### config.mk
export PLATFORM = sky130hd
export DESIGN_NAME = axis_pkt_gen
export DESIGN_NICKNAME = d
export VERILOG_FILES = /design/src/rtl/axis_pkt_gen.sv
export SDC_FILE = /design/constraint.sdc
export NUM_CORES = 1
export LEC_CHECK = 0
export ABC_AREA = 1
export ABC_CLOCK_PERIOD_IN_PS = 3250
export BUFFER_PORTS_ARGS = -buffer_cell sky130_fd_sc_hd__buf_2
export CORE_ASPECT_RATIO = 0.9
export CORE_MARGIN = 3
export CORE_UTILIZATION = 25
export DETAILED_ROUTE_END_ITERATION = 10
export HOLD_SLACK_MARGIN = 0.15
export PLACE_DENSITY = 0.51
export SETUP_SLACK_MARGIN = 0.2
export SLEW_MARGIN = 10
export SYNTH_ARGS = -nofsm -noshare
export SYNTH_HDL_FRONTEND = slang
export SYNTH_SLANG_ARGS = --single-unit
### constraint.sdc
create_clock -name clk -period 3.25 [get_ports clk]
set_input_delay 0.975 -clock clk [delete_from_list [all_inputs] [get_ports clk]]
set_output_delay 0.975 -clock clk [all_outputs]
set_load 0.02 [all_outputs]
### src/rtl/axis_pkt_gen.sv
`default_nettype none
// ============================================================================
// Module   : axis_pkt_gen
// Brief    : AXI-Stream frame generator (length sweep, INC/LFSR payload, gap,
//            packet count, statistics). Optional RX checker: AXIS_PKT_GEN_CHK_EN
// Revision : 1.0 - initial release
// ============================================================================
module axis_pkt_gen #(
   parameter int DATA_WIDTH = 64,
   parameter int LEN_W      = 14,
   parameter int CNT_W      = 32,
   parameter int GAP_W      = 8
) (
   input  logic                    clk,
   input  logic                    rst,
   input  logic                    start,
   input  logic                    stop,
   input  logic [LEN_W-1:0]        cfg_min_len,
   input  logic [LEN_W-1:0]        cfg_max_len,
   input  logic                    cfg_len_mode,
   input  logic                    cfg_pld_mode,
   input  logic [CNT_W-1:0]        cfg_pkt_num,
   input  logic [GAP_W-1:0]        cfg_gap,
   output logic                    m_axis_tvalid,
   input  logic                    m_axis_tready,
   output logic [DATA_WIDTH-1:0]   m_axis_tdata,
   output logic [DATA_WIDTH/8-1:0] m_axis_tkeep,
   output logic                    m_axis_tlast,
   input  logic                    s_axis_tvalid,
   output logic                    s_axis_tready,
   input  logic [DATA_WIDTH-1:0]   s_axis_tdata,
   input  logic [DATA_WIDTH/8-1:0] s_axis_tkeep,
   input  logic                    s_axis_tlast,
   output logic                    busy,
   output logic                    done,
   output logic [CNT_W-1:0]        tx_pkt_cnt,
   output logic [47:0]             tx_byte_cnt,
   output logic [CNT_W-1:0]        rx_pkt_cnt,
   output logic [CNT_W-1:0]        rx_err_cnt,
   output logic                    rx_err
);

   localparam int               KEEP_W     = DATA_WIDTH / 8;
   localparam int               LANES      = DATA_WIDTH / 32;
   localparam logic [31:0]      LFSR_TAPS  = 32'h8020_0003;
   localparam logic [31:0]      LFSR_SEED  = 32'hFFFF_FFFF;
   localparam logic [LEN_W-1:0] BEAT_BYTES = LEN_W'(KEEP_W);

   typedef enum logic [2:0] {
      S_IDLE = 3'd0,
      S_LOAD = 3'd1,
      S_SEND = 3'd2,
      S_GAP  = 3'd3,
      S_DONE = 3'd4
   } state_t;

   function automatic logic [LEN_W-1:0] first_len(input logic [LEN_W-1:0] mn);
      return (mn == '0) ? LEN_W'(1) : mn;
   endfunction

   // Reaching max (or min > max) wraps back to the effective minimum.
   function automatic logic [LEN_W-1:0] next_len(input logic [LEN_W-1:0] cur,
                                                 input logic [LEN_W-1:0] mn,
                                                 input logic [LEN_W-1:0] mx,
                                                 input logic             sweep);
      if (!sweep || cur >= mx) return first_len(mn);
      return cur + LEN_W'(1);
   endfunction

   function automatic logic [KEEP_W-1:0] keep_for(input logic [LEN_W-1:0] rem);
      logic [KEEP_W-1:0] k;
      for (int i = 0; i < KEEP_W; i++) k[i] = (rem > LEN_W'(i));
      return k;
   endfunction

   function automatic logic [31:0] lfsr_step(input logic [31:0] s);
      return s[0] ? ((s >> 1) ^ LFSR_TAPS) : (s >> 1);
   endfunction

   function automatic logic [DATA_WIDTH-1:0] beat_data(input logic              lfsr_mode,
                                                       input logic [7:0]        p8,
                                                       input logic [7:0]        off,
                                                       input logic [31:0]       lfsr,
                                                       input logic [KEEP_W-1:0] keep);
      logic [DATA_WIDTH-1:0] lanes;
      logic [DATA_WIDTH-1:0] d;
      lanes = '0;
      d     = '0;
      for (int j = 0; j < LANES; j++) lanes[j*32 +: 32] = lfsr + 32'(j);
      for (int i = 0; i < KEEP_W; i++) begin
         if (keep[i]) d[i*8 +: 8] = lfsr_mode ? lanes[i*8 +: 8] : (p8 + off + 8'(i));
      end
      return d;
   endfunction

   state_t            state_q, state_d;
   logic [LEN_W-1:0]  min_q, min_d;
   logic [LEN_W-1:0]  max_q, max_d;
   logic              len_mode_q, len_mode_d;
   logic              pld_mode_q, pld_mode_d;
   logic [CNT_W-1:0]  pkt_num_q, pkt_num_d;
   logic [GAP_W-1:0]  gap_q, gap_d;
   logic              first_q, first_d;
   logic              stop_q, stop_d;
   logic [LEN_W-1:0]  len_q, len_d;
   logic [LEN_W-1:0]  rem_q, rem_d;
   logic [7:0]        off_q, off_d;
   logic [7:0]        p8_q, p8_d;
   logic [31:0]       lfsr_q, lfsr_d;
   logic [GAP_W-1:0]  gap_cnt_q, gap_cnt_d;
   logic [CNT_W-1:0]  tx_pkt_cnt_q, tx_pkt_cnt_d;
   logic [47:0]       tx_byte_cnt_q, tx_byte_cnt_d;

   logic [LEN_W-1:0]  load_len;
   logic [CNT_W-1:0]  load_p;
   logic              last_beat;
   logic              pkt_reached;
   logic [KEEP_W-1:0] tx_keep;

   assign load_len    = first_q ? first_len(min_q) : next_len(len_q, min_q, max_q, len_mode_q);
   assign load_p      = first_q ? '0 : tx_pkt_cnt_q;
   assign last_beat   = (rem_q <= BEAT_BYTES);
   assign pkt_reached = (pkt_num_q != '0) && (tx_pkt_cnt_q + CNT_W'(1) == pkt_num_q);
   assign tx_keep     = keep_for(rem_q);

   always_comb begin
      state_d       = state_q;
      min_d         = min_q;
      max_d         = max_q;
      len_mode_d    = len_mode_q;
      pld_mode_d    = pld_mode_q;
      pkt_num_d     = pkt_num_q;
      gap_d         = gap_q;
      first_d       = first_q;
      stop_d        = stop_q;
      len_d         = len_q;
      rem_d         = rem_q;
      off_d         = off_q;
      p8_d          = p8_q;
      lfsr_d        = lfsr_q;
      gap_cnt_d     = gap_cnt_q;
      tx_pkt_cnt_d  = tx_pkt_cnt_q;
      tx_byte_cnt_d = tx_byte_cnt_q;

      if (stop && state_q != S_IDLE) stop_d = 1'b1;

      case (state_q)
         S_IDLE: begin
            if (start) begin
               min_d      = cfg_min_len;
               max_d      = cfg_max_len;
               len_mode_d = cfg_len_mode;
               pld_mode_d = cfg_pld_mode;
               pkt_num_d  = cfg_pkt_num;
               gap_d      = cfg_gap;
               first_d    = 1'b1;
               stop_d     = 1'b0;
               state_d    = S_LOAD;
            end
         end
         S_LOAD: begin
            len_d   = load_len;
            rem_d   = load_len;
            off_d   = 8'd0;
            p8_d    = load_p[7:0];
            lfsr_d  = LFSR_SEED ^ 32'(load_p);
            first_d = 1'b0;
            if (first_q) begin
               tx_pkt_cnt_d  = '0;
               tx_byte_cnt_d = '0;
            end
            state_d = S_SEND;
         end
         S_SEND: begin
            if (m_axis_tready) begin
               lfsr_d = lfsr_step(lfsr_q);
               off_d  = off_q + 8'(KEEP_W);
               if (last_beat) begin
                  tx_pkt_cnt_d  = tx_pkt_cnt_q + CNT_W'(1);
                  tx_byte_cnt_d = tx_byte_cnt_q + 48'(len_q);
                  if (stop_q || stop || pkt_reached) begin
                     state_d = S_DONE;
                  end else if (gap_q != '0) begin
                     gap_cnt_d = gap_q;
                     state_d   = S_GAP;
                  end else begin
                     state_d = S_LOAD;
                  end
               end else begin
                  rem_d = rem_q - BEAT_BYTES;
               end
            end
         end
         S_GAP: begin
            if (gap_cnt_q <= GAP_W'(1)) state_d = S_LOAD;
            else                        gap_cnt_d = gap_cnt_q - GAP_W'(1);
         end
         S_DONE:  state_d = S_IDLE;
         default: state_d = S_IDLE;
      endcase
   end

   always_ff @(posedge clk) begin
      if (rst) begin
         state_q       <= S_IDLE;
         min_q         <= '0;
         max_q         <= '0;
         len_mode_q    <= 1'b0;
         pld_mode_q    <= 1'b0;
         pkt_num_q     <= '0;
         gap_q         <= '0;
         first_q       <= 1'b0;
         stop_q        <= 1'b0;
         len_q         <= '0;
         rem_q         <= '0;
         off_q         <= '0;
         p8_q          <= '0;
         lfsr_q        <= '0;
         gap_cnt_q     <= '0;
         tx_pkt_cnt_q  <= '0;
         tx_byte_cnt_q <= '0;
      end else begin
         state_q       <= state_d;
         min_q         <= min_d;
         max_q         <= max_d;
         len_mode_q    <= len_mode_d;
         pld_mode_q    <= pld_mode_d;
         pkt_num_q     <= pkt_num_d;
         gap_q         <= gap_d;
         first_q       <= first_d;
         stop_q        <= stop_d;
         len_q         <= len_d;
         rem_q         <= rem_d;
         off_q         <= off_d;
         p8_q          <= p8_d;
         lfsr_q        <= lfsr_d;
         gap_cnt_q     <= gap_cnt_d;
         tx_pkt_cnt_q  <= tx_pkt_cnt_d;
         tx_byte_cnt_q <= tx_byte_cnt_d;
      end
   end

   // Beat outputs derive only from flops that move on a handshake, so they hold while stalled.
   assign m_axis_tvalid = (state_q == S_SEND);
   assign m_axis_tkeep  = m_axis_tvalid ? tx_keep : '0;
   assign m_axis_tlast  = m_axis_tvalid && last_beat;
   assign m_axis_tdata  = m_axis_tvalid ? beat_data(pld_mode_q, p8_q, off_q, lfsr_q, tx_keep) : '0;
   assign busy          = (state_q != S_IDLE);
   assign done          = (state_q == S_DONE);
   assign tx_pkt_cnt    = tx_pkt_cnt_q;
   assign tx_byte_cnt   = tx_byte_cnt_q;
   assign s_axis_tready = 1'b1;

`ifdef AXIS_PKT_GEN_CHK_EN
   function automatic logic [DATA_WIDTH-1:0] byte_mask(input logic [KEEP_W-1:0] keep);
      logic [DATA_WIDTH-1:0] m;
      for (int i = 0; i < KEEP_W; i++) m[i*8 +: 8] = {8{keep[i]}};
      return m;
   endfunction

   logic [LEN_W-1:0]  rx_len_q, rx_len_d;
   logic [LEN_W-1:0]  rx_rem_q, rx_rem_d;
   logic [7:0]        rx_off_q, rx_off_d;
   logic [CNT_W-1:0]  rx_p_q, rx_p_d;
   logic [31:0]       rx_lfsr_q, rx_lfsr_d;
   logic              rx_bad_q, rx_bad_d;
   logic [CNT_W-1:0]  rx_pkt_cnt_q, rx_pkt_cnt_d;
   logic [CNT_W-1:0]  rx_err_cnt_q, rx_err_cnt_d;
   logic              rx_err_q, rx_err_d;

   logic [KEEP_W-1:0]     exp_keep;
   logic                  exp_last;
   logic [DATA_WIDTH-1:0] exp_data;
   logic                  beat_bad;
   logic [LEN_W-1:0]      rx_next_len;
   logic [CNT_W-1:0]      rx_next_p;

   assign exp_keep    = keep_for(rx_rem_q);
   assign exp_last    = (rx_rem_q <= BEAT_BYTES);
   assign exp_data    = beat_data(pld_mode_q, rx_p_q[7:0], rx_off_q, rx_lfsr_q, exp_keep);
   assign beat_bad    = (s_axis_tkeep != exp_keep) || (s_axis_tlast != exp_last) ||
                        ((s_axis_tdata & byte_mask(exp_keep)) != exp_data);
   assign rx_next_len = next_len(rx_len_q, min_q, max_q, len_mode_q);
   assign rx_next_p   = rx_p_q + CNT_W'(1);

   always_comb begin
      rx_len_d     = rx_len_q;
      rx_rem_d     = rx_rem_q;
      rx_off_d     = rx_off_q;
      rx_p_d       = rx_p_q;
      rx_lfsr_d    = rx_lfsr_q;
      rx_bad_d     = rx_bad_q;
      rx_pkt_cnt_d = rx_pkt_cnt_q;
      rx_err_cnt_d = rx_err_cnt_q;
      rx_err_d     = rx_err_q;

      if (s_axis_tvalid) begin
         if (s_axis_tlast) begin
            rx_pkt_cnt_d = rx_pkt_cnt_q + CNT_W'(1);
            if (rx_bad_q || beat_bad) begin
               rx_err_cnt_d = rx_err_cnt_q + CNT_W'(1);
               rx_err_d     = 1'b1;
            end
            rx_len_d  = rx_next_len;
            rx_rem_d  = rx_next_len;
            rx_off_d  = 8'd0;
            rx_p_d    = rx_next_p;
            rx_lfsr_d = LFSR_SEED ^ 32'(rx_next_p);
            rx_bad_d  = 1'b0;
         end else begin
            rx_bad_d  = rx_bad_q || beat_bad;
            rx_lfsr_d = lfsr_step(rx_lfsr_q);
            rx_off_d  = rx_off_q + 8'(KEEP_W);
            // An overlong frame keeps expecting its final beat rather than underflowing.
            if (!exp_last) rx_rem_d = rx_rem_q - BEAT_BYTES;
         end
      end

      if (state_q == S_IDLE && start) begin
         rx_len_d  = first_len(cfg_min_len);
         rx_rem_d  = first_len(cfg_min_len);
         rx_off_d  = 8'd0;
         rx_p_d    = '0;
         rx_lfsr_d = LFSR_SEED;
         rx_bad_d  = 1'b0;
      end
   end

   always_ff @(posedge clk) begin
      if (rst) begin
         rx_len_q     <= '0;
         rx_rem_q     <= '0;
         rx_off_q     <= '0;
         rx_p_q       <= '0;
         rx_lfsr_q    <= '0;
         rx_bad_q     <= 1'b0;
         rx_pkt_cnt_q <= '0;
         rx_err_cnt_q <= '0;
         rx_err_q     <= 1'b0;
      end else begin
         rx_len_q     <= rx_len_d;
         rx_rem_q     <= rx_rem_d;
         rx_off_q     <= rx_off_d;
         rx_p_q       <= rx_p_d;
         rx_lfsr_q    <= rx_lfsr_d;
         rx_bad_q     <= rx_bad_d;
         rx_pkt_cnt_q <= rx_pkt_cnt_d;
         rx_err_cnt_q <= rx_err_cnt_d;
         rx_err_q     <= rx_err_d;
      end
   end

   assign rx_pkt_cnt = rx_pkt_cnt_q;
   assign rx_err_cnt = rx_err_cnt_q;
   assign rx_err     = rx_err_q;
`else
   logic unused_rx;
   assign unused_rx  = ^{s_axis_tvalid, s_axis_tdata, s_axis_tkeep, s_axis_tlast};
   assign rx_pkt_cnt = '0;
   assign rx_err_cnt = '0;
   assign rx_err     = 1'b0;
`endif

endmodule
`default_nettype wire

======== Word level (Yosys, flattened, before mapping) ========
Cells that the tools add are included.
storage, ports and cells
  register bits ........................... 239
  latch bits .............................. 0
  RAM bits ................................ 0
  ROM bits ................................ 0
  input port bits ......................... 149
  output and inout bits ................... 222
  word-level logic and storage cells ...... 139
  memories ................................ 0
cells by class
  add/subtract/negate cells ............... 15
  multipliers ............................. 0
  div/mod/pow operators ................... 0
  magnitude comparators ................... 11
  equal/unequal tests ..................... 14
  shift-type cells ........................ 0
  multiplexer cells ....................... 57
  bitwise logic cells ..................... 2
  reduce and logical (&&, ||, !) cells .... 23
operator list
  cell                                                                                count
  8-bit 2-to-1 mux                                                                    23
  32-bit 2-to-1 mux                                                                   5
  48-bit 2-to-1 mux                                                                   3
  32-bit case mux with 2 select lines                                                 2
  48-bit case mux with 2 select lines                                                 1
  14-bit 2-to-1 mux                                                                   6
  32-bit by 1-bit adder with 32-bit output (second input constant)                    2
  64-bit 2-to-1 mux                                                                   1
  14-bit by 3-bit > comparator with 1-bit output (second input constant)              4
  48-bit by 14-bit adder with 48-bit output                                           1
  8-bit by 3-bit adder with 8-bit output (second input constant)                      4
  32-bit == test                                                                      1
  32-bit inverter                                                                     1
  8-bit case mux with 2 select lines                                                  2
  32-bit nonzero test                                                                 1
  14-bit by 1-bit > comparator with 1-bit output (second input constant)              2
  14-bit by 2-bit > comparator with 1-bit output (second input constant)              2
  14-bit case mux with 2 select lines                                                 1
  8-bit by 2-bit adder with 8-bit output (second input constant)                      2
  3-bit 2-to-1 mux                                                                    5
  14-bit by 1-bit adder with 14-bit output (second input constant)                    1
  14-bit >= comparator                                                                1
  14-bit by 4-bit less-or-equal comparator with 1-bit output (second input constant)  1
  14-bit logical NOT                                                                  1
  other kinds (27)                                                                    49

======== Logic depth before layout (Yosys ltp) ========
Gate-level depths: netlist of the first run.
  word-level depth ........................ 8
  depth in mapped cells ................... 21
  depth with buffers taken out ............ 20

======== Worst setup path after synthesis of the first run ========
OpenSTA, ideal clock, no wires.
  kind .................................... register to output
  from .................................... register lfsr_q[0]
  to ...................................... output m_axis_tdata[62]
  arrival ................................. 2.355 ns
  required time ........................... 2.275 ns
  setup slack ............................. -0.080 ns
  stages on the path, launching flop included .. 12
  path buffers ............................ 0
  cell sequence ........................... dfxtp_1 > ha_1 > nand4_1 > nor3_2 > nand2_1 > nor3_1 > inv_1 > nor2_1 > inv_1 > nor3_1 > xnor2_1 > a211oi_1
on the way
  cells in the longest elaborated chain, start to end .. 4
RTL lines
  item                                      RTL line  source
  start, declared                           109       logic [31:0] lfsr_q, lfsr_d;
  start signal, assigned                    236       lfsr_q <= lfsr_d;
  32-bit by 1-bit adder with 32-bit output  89        for (int j = 0; j < LANES; j++) lanes[j*32 +: 32] = lfsr + 32'(j);
  8-bit 2-to-1 mux (2 in series)            91        if (keep[i]) d[i*8 +: 8] = lfsr_mode ? lanes[i*8 +: 8] : (p8 + off + 8'(i));
  64-bit 2-to-1 mux                         247       assign m_axis_tdata = m_axis_tvalid ? beat_data(pld_mode_q, p8_q, off_q, lfsr_q, tx_keep) : '0;
  end, declared                             26        output logic [DATA_WIDTH-1:0] m_axis_tdata,
No other way between the ends.

======== Final worst setup path of the first run ========
  from .................................... register p8_q[4]
  to ...................................... output m_axis_tdata[14]
on the way
  cells in the longest elaborated chain, start to end .. 5
RTL lines
  item                                    RTL line  source
  start, declared                         108       logic [7:0] p8_q, p8_d;
  start signal, assigned                  235       p8_q <= p8_d;
  8-bit adder                             91
  8-bit by 1-bit adder with 8-bit output  91
  8-bit 2-to-1 mux (2 in series)          91
  64-bit 2-to-1 mux                       247
No other way between the ends.

==> results of run 1 <==
-- cells by family after synthesis --
| family | Yosys count | synth area share (%) |
|---|---|---|
| simple gates | 1032 | 28.36 |
| compound gates | 660 | 22.52 |
| buf+inv | 456 | 12.42 |
| flops | 236 | 29.72 |
| fa+ha+maj | 51 | 4.061 |
| xor+xnor | 49 | 2.872 |
| other cells | 2 | 0.04724 |
-- where the power goes --
group | internal, mW | leakage, nW | total [mW] | switching (mW)
logic | 3.27 | 6.99 | 8.60 | 5.33
registers | 3.56 | 1.95 | 4.35 | 0.787
clock network | 2.11 | 0.493 | 3.45 | 1.34
total | 8.94 | 9.43 | 16.4 | 7.46
-- synthesized netlist by cell type, types with 8 or more instances --
master	n	area, um^2
o211ai_1	19	142.6
dfxtp_1	236	4725
o22ai_1	27	168.9
o21ai_0	260	1301
a211oi_1	17	127.6
nor2_1	252	945.9
a21o_1	8	60.06
nand2_1	460	1727
o21a_1	10	75.07
buf_4	66	495.5
nor4_1	14	87.58
xor2_1	35	306.5
ha_1	50	625.6
a31oi_1	19	118.9
xnor2_1	12	105.1
nor3_1	59	295.3
nand3_1	162	810.8
clkbuf_1	89	334.1
inv_1	281	1055
a21oi_1	265	1326
o21ai_1	11	55.05
nand4_1	34	212.7
or2_2	11	68.82
-- flip-flops by register name, indices dropped and copies added, names as in the netlist, 3 cells and up --
name,count
p8_q,8
gap_q,8
state_q,3
tx_byte_cnt,48
rem_q,14
gap_cnt_q,8
lfsr_q,32
max_q,14
tx_pkt_cnt,32
min_q,14
off_q,5
pkt_num_q,32
len_q,14
-- what timing repair did --
item / 4_1_cts / 5_1_grt
endpoints found under the setup margin: 73 / 106
cloned: 0 / 1
resized for setup: 368 / 192
buffers inserted: 55 / 31
pin swaps: 64 / 66
-- metrics by stage --
step | util (%) | setup slack (ns) | total power [mW]
2_1_floorplan | - | 0.08956 | 8.531
3_3_place_gp | 29.60 | -0.1205 | 10.93
3_5_place_dp | 29.60 | -0.1034 | 10.95
4_1_cts | 33.75 | -0.5113 | 15.80
5_1_grt | 35.21 | -0.5841 | 17.47
6_report | 35.21 | -0.4617 | 16.40
-- cell type report --
| type | count | share of cell area, % |
|---|---|---|
| Tap cell | 845 | 4.781 |
| Timing Repair Buffer | 440 | 15.33 |
| Sequential cell | 236 | 21.64 |
| Inverter | 291 | 5.211 |
| Multi-Input combinational cell | 1859 | 48.45 |
| Timing Repair inverter | 1 | 0.03395 |
| Clock inverter | 10 | 0.7243 |
| Clock buffer | 43 | 3.836 |
-- final timing paths --
| path | startpoint | end | slack (ns) |
|---|---|---|---|
| min | len_mode_q | len_mode_q | 0.46 |
| max | p8_q[4] | m_axis_tdata[14] | -0.46 |
| min reg2reg | len_mode_q | len_mode_q | 0.46 |
| max reg2reg | rem_q[4] | tx_byte_cnt[26] | 0.26 |
-- worst max-delay path, stage by stage, from the launching register on --
cell,delay [ns]
dfxtp_2,0.34
ha_4,0.23
a21o_1,0.17
buf_4,0.14
or2_4,0.23
nand2_4,0.10
nor2_4,0.04
inv_4,0.07
buf_6,0.12
nor2_2,0.05
buf_6,0.13
nand3_2,0.06
nand3_2,0.10
o211ai_1,0.17
inv_1,0.09
buf_6,0.14
-- layer usage --
metal	GRT usage [%]	wire length, um	vias to the layer above	part of all wire, %
li1	-	-	8980	-
met1	26.35	30550	8284	48
met2	26.66	27120	538	43
met3	2.287	3511	103	5.6
met4	5.554	2019	2	3.2
met5	0	20	-	0.032
==> metrics.txt, run 1 <==
Slew HR=54.10%; register bit total from synthesis=236; Worst-Skew Late Latency=0.56 ns; initial antenna violation count=1; final WL=63230 um; non-filler instance count after layout=3725; Top FF cell, synth=dfxtp_1; commonest cells after routing, fill and taps aside=nand2_1 (436), inv_1 (251), a21oi_1 (237); First DRT Iteration DRCs=1460; DP HPWL=47630 um; final antenna-violating net count=0; final hold vios=0; routed wire length per instance=16.97 um; violated checks=setup timing; Max Clk Rate=269.4 MHz; dpl cells=3585; cts bufs inserted=29; IO Pins=371; starting density of the core=25.31%; RSZ-0062 raised after global routing=yes; Crit Path Max Fanout=6; number of H-tree levels=1; status=finished with violations; Clock Pin Slew Worst Setup and Hold Paths=0.06 ns; register area share after synthesis=29.72%; TNS Setup=-13.36 ns; multi-input combinational cell area=0.01071 mm^2; Core ar.=0.06281 mm^2; most common cell after layout, fill and taps aside=nand2_1; Startpoint Class=flip-flop; Arr. time, crit path=2.74 ns; MaxCap Viol Count=0; post-route minimum period=3.712 ns; Via density=4.807; post-place instance area=0.01859 mm^2; leak pwr=9.428 nW; Layout area overhead=39.08%; reg2reg path depth=22; largest net degree at the start of global routing=63; EDFF count, synth=0; fin nets=3058; CTS tree=yes; Synth cell types=57; Die Y=245.2 um; crit end category=output pin; WS Path Type=flip-flop to output pin; Root Buffer=clkbuf_16; Worst Max-Slew Pin Slew=0.6868 ns; # diodes=0; Peak VDD IR=0.0004705 V; fin area=0.02211 mm^2; worst hold stages=2; Clock Path Buffers=3; vias in the first global route=15985; die width=271.8 um; Sequential Area=0.004785 mm^2; final setup fails=44; YS warnings=0; drt pass-1 iters=6; mean area per synthesized cell=6.395 um^2; layout cell share with drive strength beyond 1=27.60%; Tot GR Track Use=17.82%; worst hold-check path type=flip-flop to flip-flop; hold slack=0.4572 ns; Final Skew=0.01087 ns; Filler Cell Count=6749; routability congestion estimate=0.9282; Rows=87; Pwr per Cell Area=741.8 mW/mm^2; die area=0.06666 mm^2; total number of vias=17907; Residual DRC=0; grt total ovfl=0; Final Cycle Share=114.2%; CP required=2.27 ns; port bufs=230; Cell Area, Synth=0.01590 mm^2; clock sink count=236; fin. max-slew vios=0; ys async rst share=0%; first-pass GRT wire length=94680 um; Mapped Cells=2486; setup ws final=-0.4617 ns; hold_buf cts=0
Note: power is estimated with default switching activity, not from simulation.
==> run 2: changes to the inputs <==
--- a/config.mk
+++ b/config.mk
@@ -9,11 +9,11 @@
 export ABC_CLOCK_PERIOD_IN_PS = 3250
 export BUFFER_PORTS_ARGS = -buffer_cell sky130_fd_sc_hd__buf_2
 export CORE_ASPECT_RATIO = 0.9
-export CORE_MARGIN = 3
-export CORE_UTILIZATION = 25
+export CORE_MARGIN = 4
+export CORE_UTILIZATION = 45
 export DETAILED_ROUTE_END_ITERATION = 10
 export HOLD_SLACK_MARGIN = 0.15
-export PLACE_DENSITY = 0.51
+export PLACE_DENSITY = 0.77
 export SETUP_SLACK_MARGIN = 0.2
 export SLEW_MARGIN = 10
 export SYNTH_ARGS = -nofsm -noshare
==> metrics.txt, run 2 (synthesized netlist as in run 1, its figures left out) <==
CP Launch Point=off_q[4]; Residual DRC=0 (unchanged); Worst Max-Slew Pin Slew=0.7461 ns (+0.05934 ns); post-place instance area=0.01797 mm^2 (-3.3%); R2R Setup Slk=0.28 ns (+0.02 ns); final antenna-violating net count=0 (unchanged); hold_buf cts=0 (unchanged); CP delay by family, top=compound AO/OA/AOI/OAI gates; RSZ-0062 raised after global routing=yes; max reg flops=48 (unchanged); crit path capture=m_axis_tdata[47]; share of the core filled with cells=60.74% (+26 points); MaxCap Viol Count=0 (unchanged); Worst-Skew Late Latency=0.55 ns (about the same); grt total ovfl=0 (unchanged); setup ws final=-0.4606 ns (+0.001124 ns); non-filler instance count after layout=3329 (-11%); layout cell share with drive strength beyond 1=26.05% (-1.6 points); routability congestion estimate=1.006 (+8.4%); Via density=5.580 (+16%); FF-to-FF Start=rem_q[8]; DP HPWL=43590 um (-8.5%); clock sink count=236 (unchanged); Final Cycle Share=114.2% (about the same); Metal-1 WL=26440 um (-13%); initial antenna violation count=0 (-1); Startpoint Class=flip-flop; Peak VDD IR=0.0005378 V (+14%); met3 WL=5577 um (+59%); IO Pins=371 (unchanged); CP max stage cell=dfxtp_2; Root Buffer=clkbuf_16; first-pass GRT wire length=89040 um (-6.0%); port bufs=230 (unchanged); final hold vios=0 (unchanged); routed wire length per instance=17.96 um (+5.8%); Core ar.=0.03497 mm^2 (-44%); largest net degree at the start of global routing=65 (+3.2%); CTS tree=yes; CP required=2.27 ns (about the same); met2 wire length=26090 um (-3.8%); starting density of the core=45.46% (+20 points); vias in the first global route=16183 (+1.2%); final setup fails=43 (-2.3%); Worst path max stage delay=0.33 ns (about the same); Clock Path Buffers=3 (unchanged); violated checks=setup timing; Die Y=186.3 um (-24%); crit end category=output pin; Pwr per Cell Area=754.6 mW/mm^2 (+1.7%); Crit Path Max Fanout=4 (-2); Slew HR=50.14% (-4.0 points); final WL=59790 um (-5.4%); dpl cells=3190 (-11%); fin. max-slew vios=0 (unchanged); total number of vias=18575 (+3.7%); status=finished with violations; hold slack=0.4611 ns (+0.003943 ns); die area=0.03841 mm^2 (-42%); Rows=65 (-25%); Top Metal Used=met4; WS Path Type=flip-flop to output pin; fin area=0.02124 mm^2 (-3.9%); post-route minimum period=3.711 ns (-0.001124 ns); drt pass-1 iters=6 (unchanged); First DRT Iteration DRCs=2253 (+54%); # diodes=0 (unchanged); reg2reg end=tx_byte_cnt[28]; Max Clk Rate=269.5 MHz (about the same); die width=206.1 um (-24%); Tot GR Track Use=28.18% (+10 points); critical-path cell list=ha_4 -> a21o_1 -> a21oi_2 -> o21ai_2 -> xor2_2 -> nor3_2 -> buf_4 -> buf_6 -> nand2_4 -> nand2_2 -> o21ai_2 -> a211oi_2 -> buf_4; Final Skew=0.02441 ns (+0.01354 ns); most common cell after layout, fill and taps aside=nand2_1; number of H-tree levels=1 (unchanged); start point of the worst hold path=tx_byte_cnt[47]; cts bufs inserted=27 (-6.9%); Clock Pin Slew Worst Setup and Hold Paths=0.06 ns (about the same); leak pwr=9.289 nW (-1.5%); Layout area overhead=33.60%; fin nets=3039 (-0.62%); commonest cells after routing, fill and taps aside=nand2_1 (442), inv_1 (256), a21oi_1 (239); worst path bufs/invs=3 (-3); Worst path depth=13 (-2); worst hold-check path type=flip-flop to flip-flop; reg2reg path depth=19 (-14%); Power Total=16.03 mW (-2.3%); Arr. time, crit path=2.74 ns (about the same)
## run 2: changes by cell type in the layout (fill, tap and decap cells not counted), moves of 6 or more
cell | previous run | this run
dfxtp_2 | 24 | 18
nand2_1 | 436 | 442
nor2_1 | 201 | 208
buf_6 | 101 | 80
nor2_2 | 27 | 20
dfxtp_1 | 204 | 213
## run 2: how the worst min path moves through the flow
stage          depth (start not counted)              end  slack (ns)
6_report                               2  tx_byte_cnt[47]        0.46
5_1_grt                                2        max_q[10]        0.49
4_1_cts                                2        max_q[13]        0.47
3_5_place_dp                           2         max_q[1]        0.46
3_3_place_gp                           2       len_mode_q        0.44
2_1_floorplan                          2       len_mode_q        0.42
## run 2: area by class of cell
cell class	count	area, um^2
clock buffer	35	765.7
clock inverter	15	222.7
fill	3153	13730
inverter	291	1139
multi-input combinational	1860	10590
sequential	236	4766
tap	469	586.8
timing repair buffer	422	3163
timing repair inverter	1	7.507
## run 2: per-stage QoR
step / TNS (ns) / setup slack [ns]
final: -11.72 / -0.4606
after global routing: -17.09 / -0.5605
after CTS: -12.19 / -0.4402
after detailed placement: -0.2471 / -0.07251
after global placement: -0.05804 / -0.02630
after floorplan: 0 / 0.08956
## run 2: layer usage
layer | GRT usage, % | vias to the layer above
li1 | - | 8929
met1 | 42.42 | 8542
met2 | 42.20 | 1000
met3 | 4.066 | 104
met4 | 7.318 | 0
met5 | 0 | -
## run 2: power by group
part / switching [mW] / leakage [nW] / total, mW / internal (mW)
Clock: 1.31 / 0.478 / 3.37 / 2.06
Combinational: 5.30 / 6.87 / 8.36 / 3.06
Sequential: 0.745 / 1.94 / 4.30 / 3.55
## run 2: timing repair
action                     in CTS  in global routing
setup buffers                  44                 43
resized for setup             283                195
pin swaps                      58                 66
cloned                          0                  2
setup endpoints to repair      72                114
## run 2: worst min-delay path: cells and delay by family, from the launching register on
| kind | cells | cell delay [ns] |
|---|---|---|
| flops | 1 | 0.31 |
| buf+inv | 1 | 0.06 |
| compound gates | 1 | 0.05 |
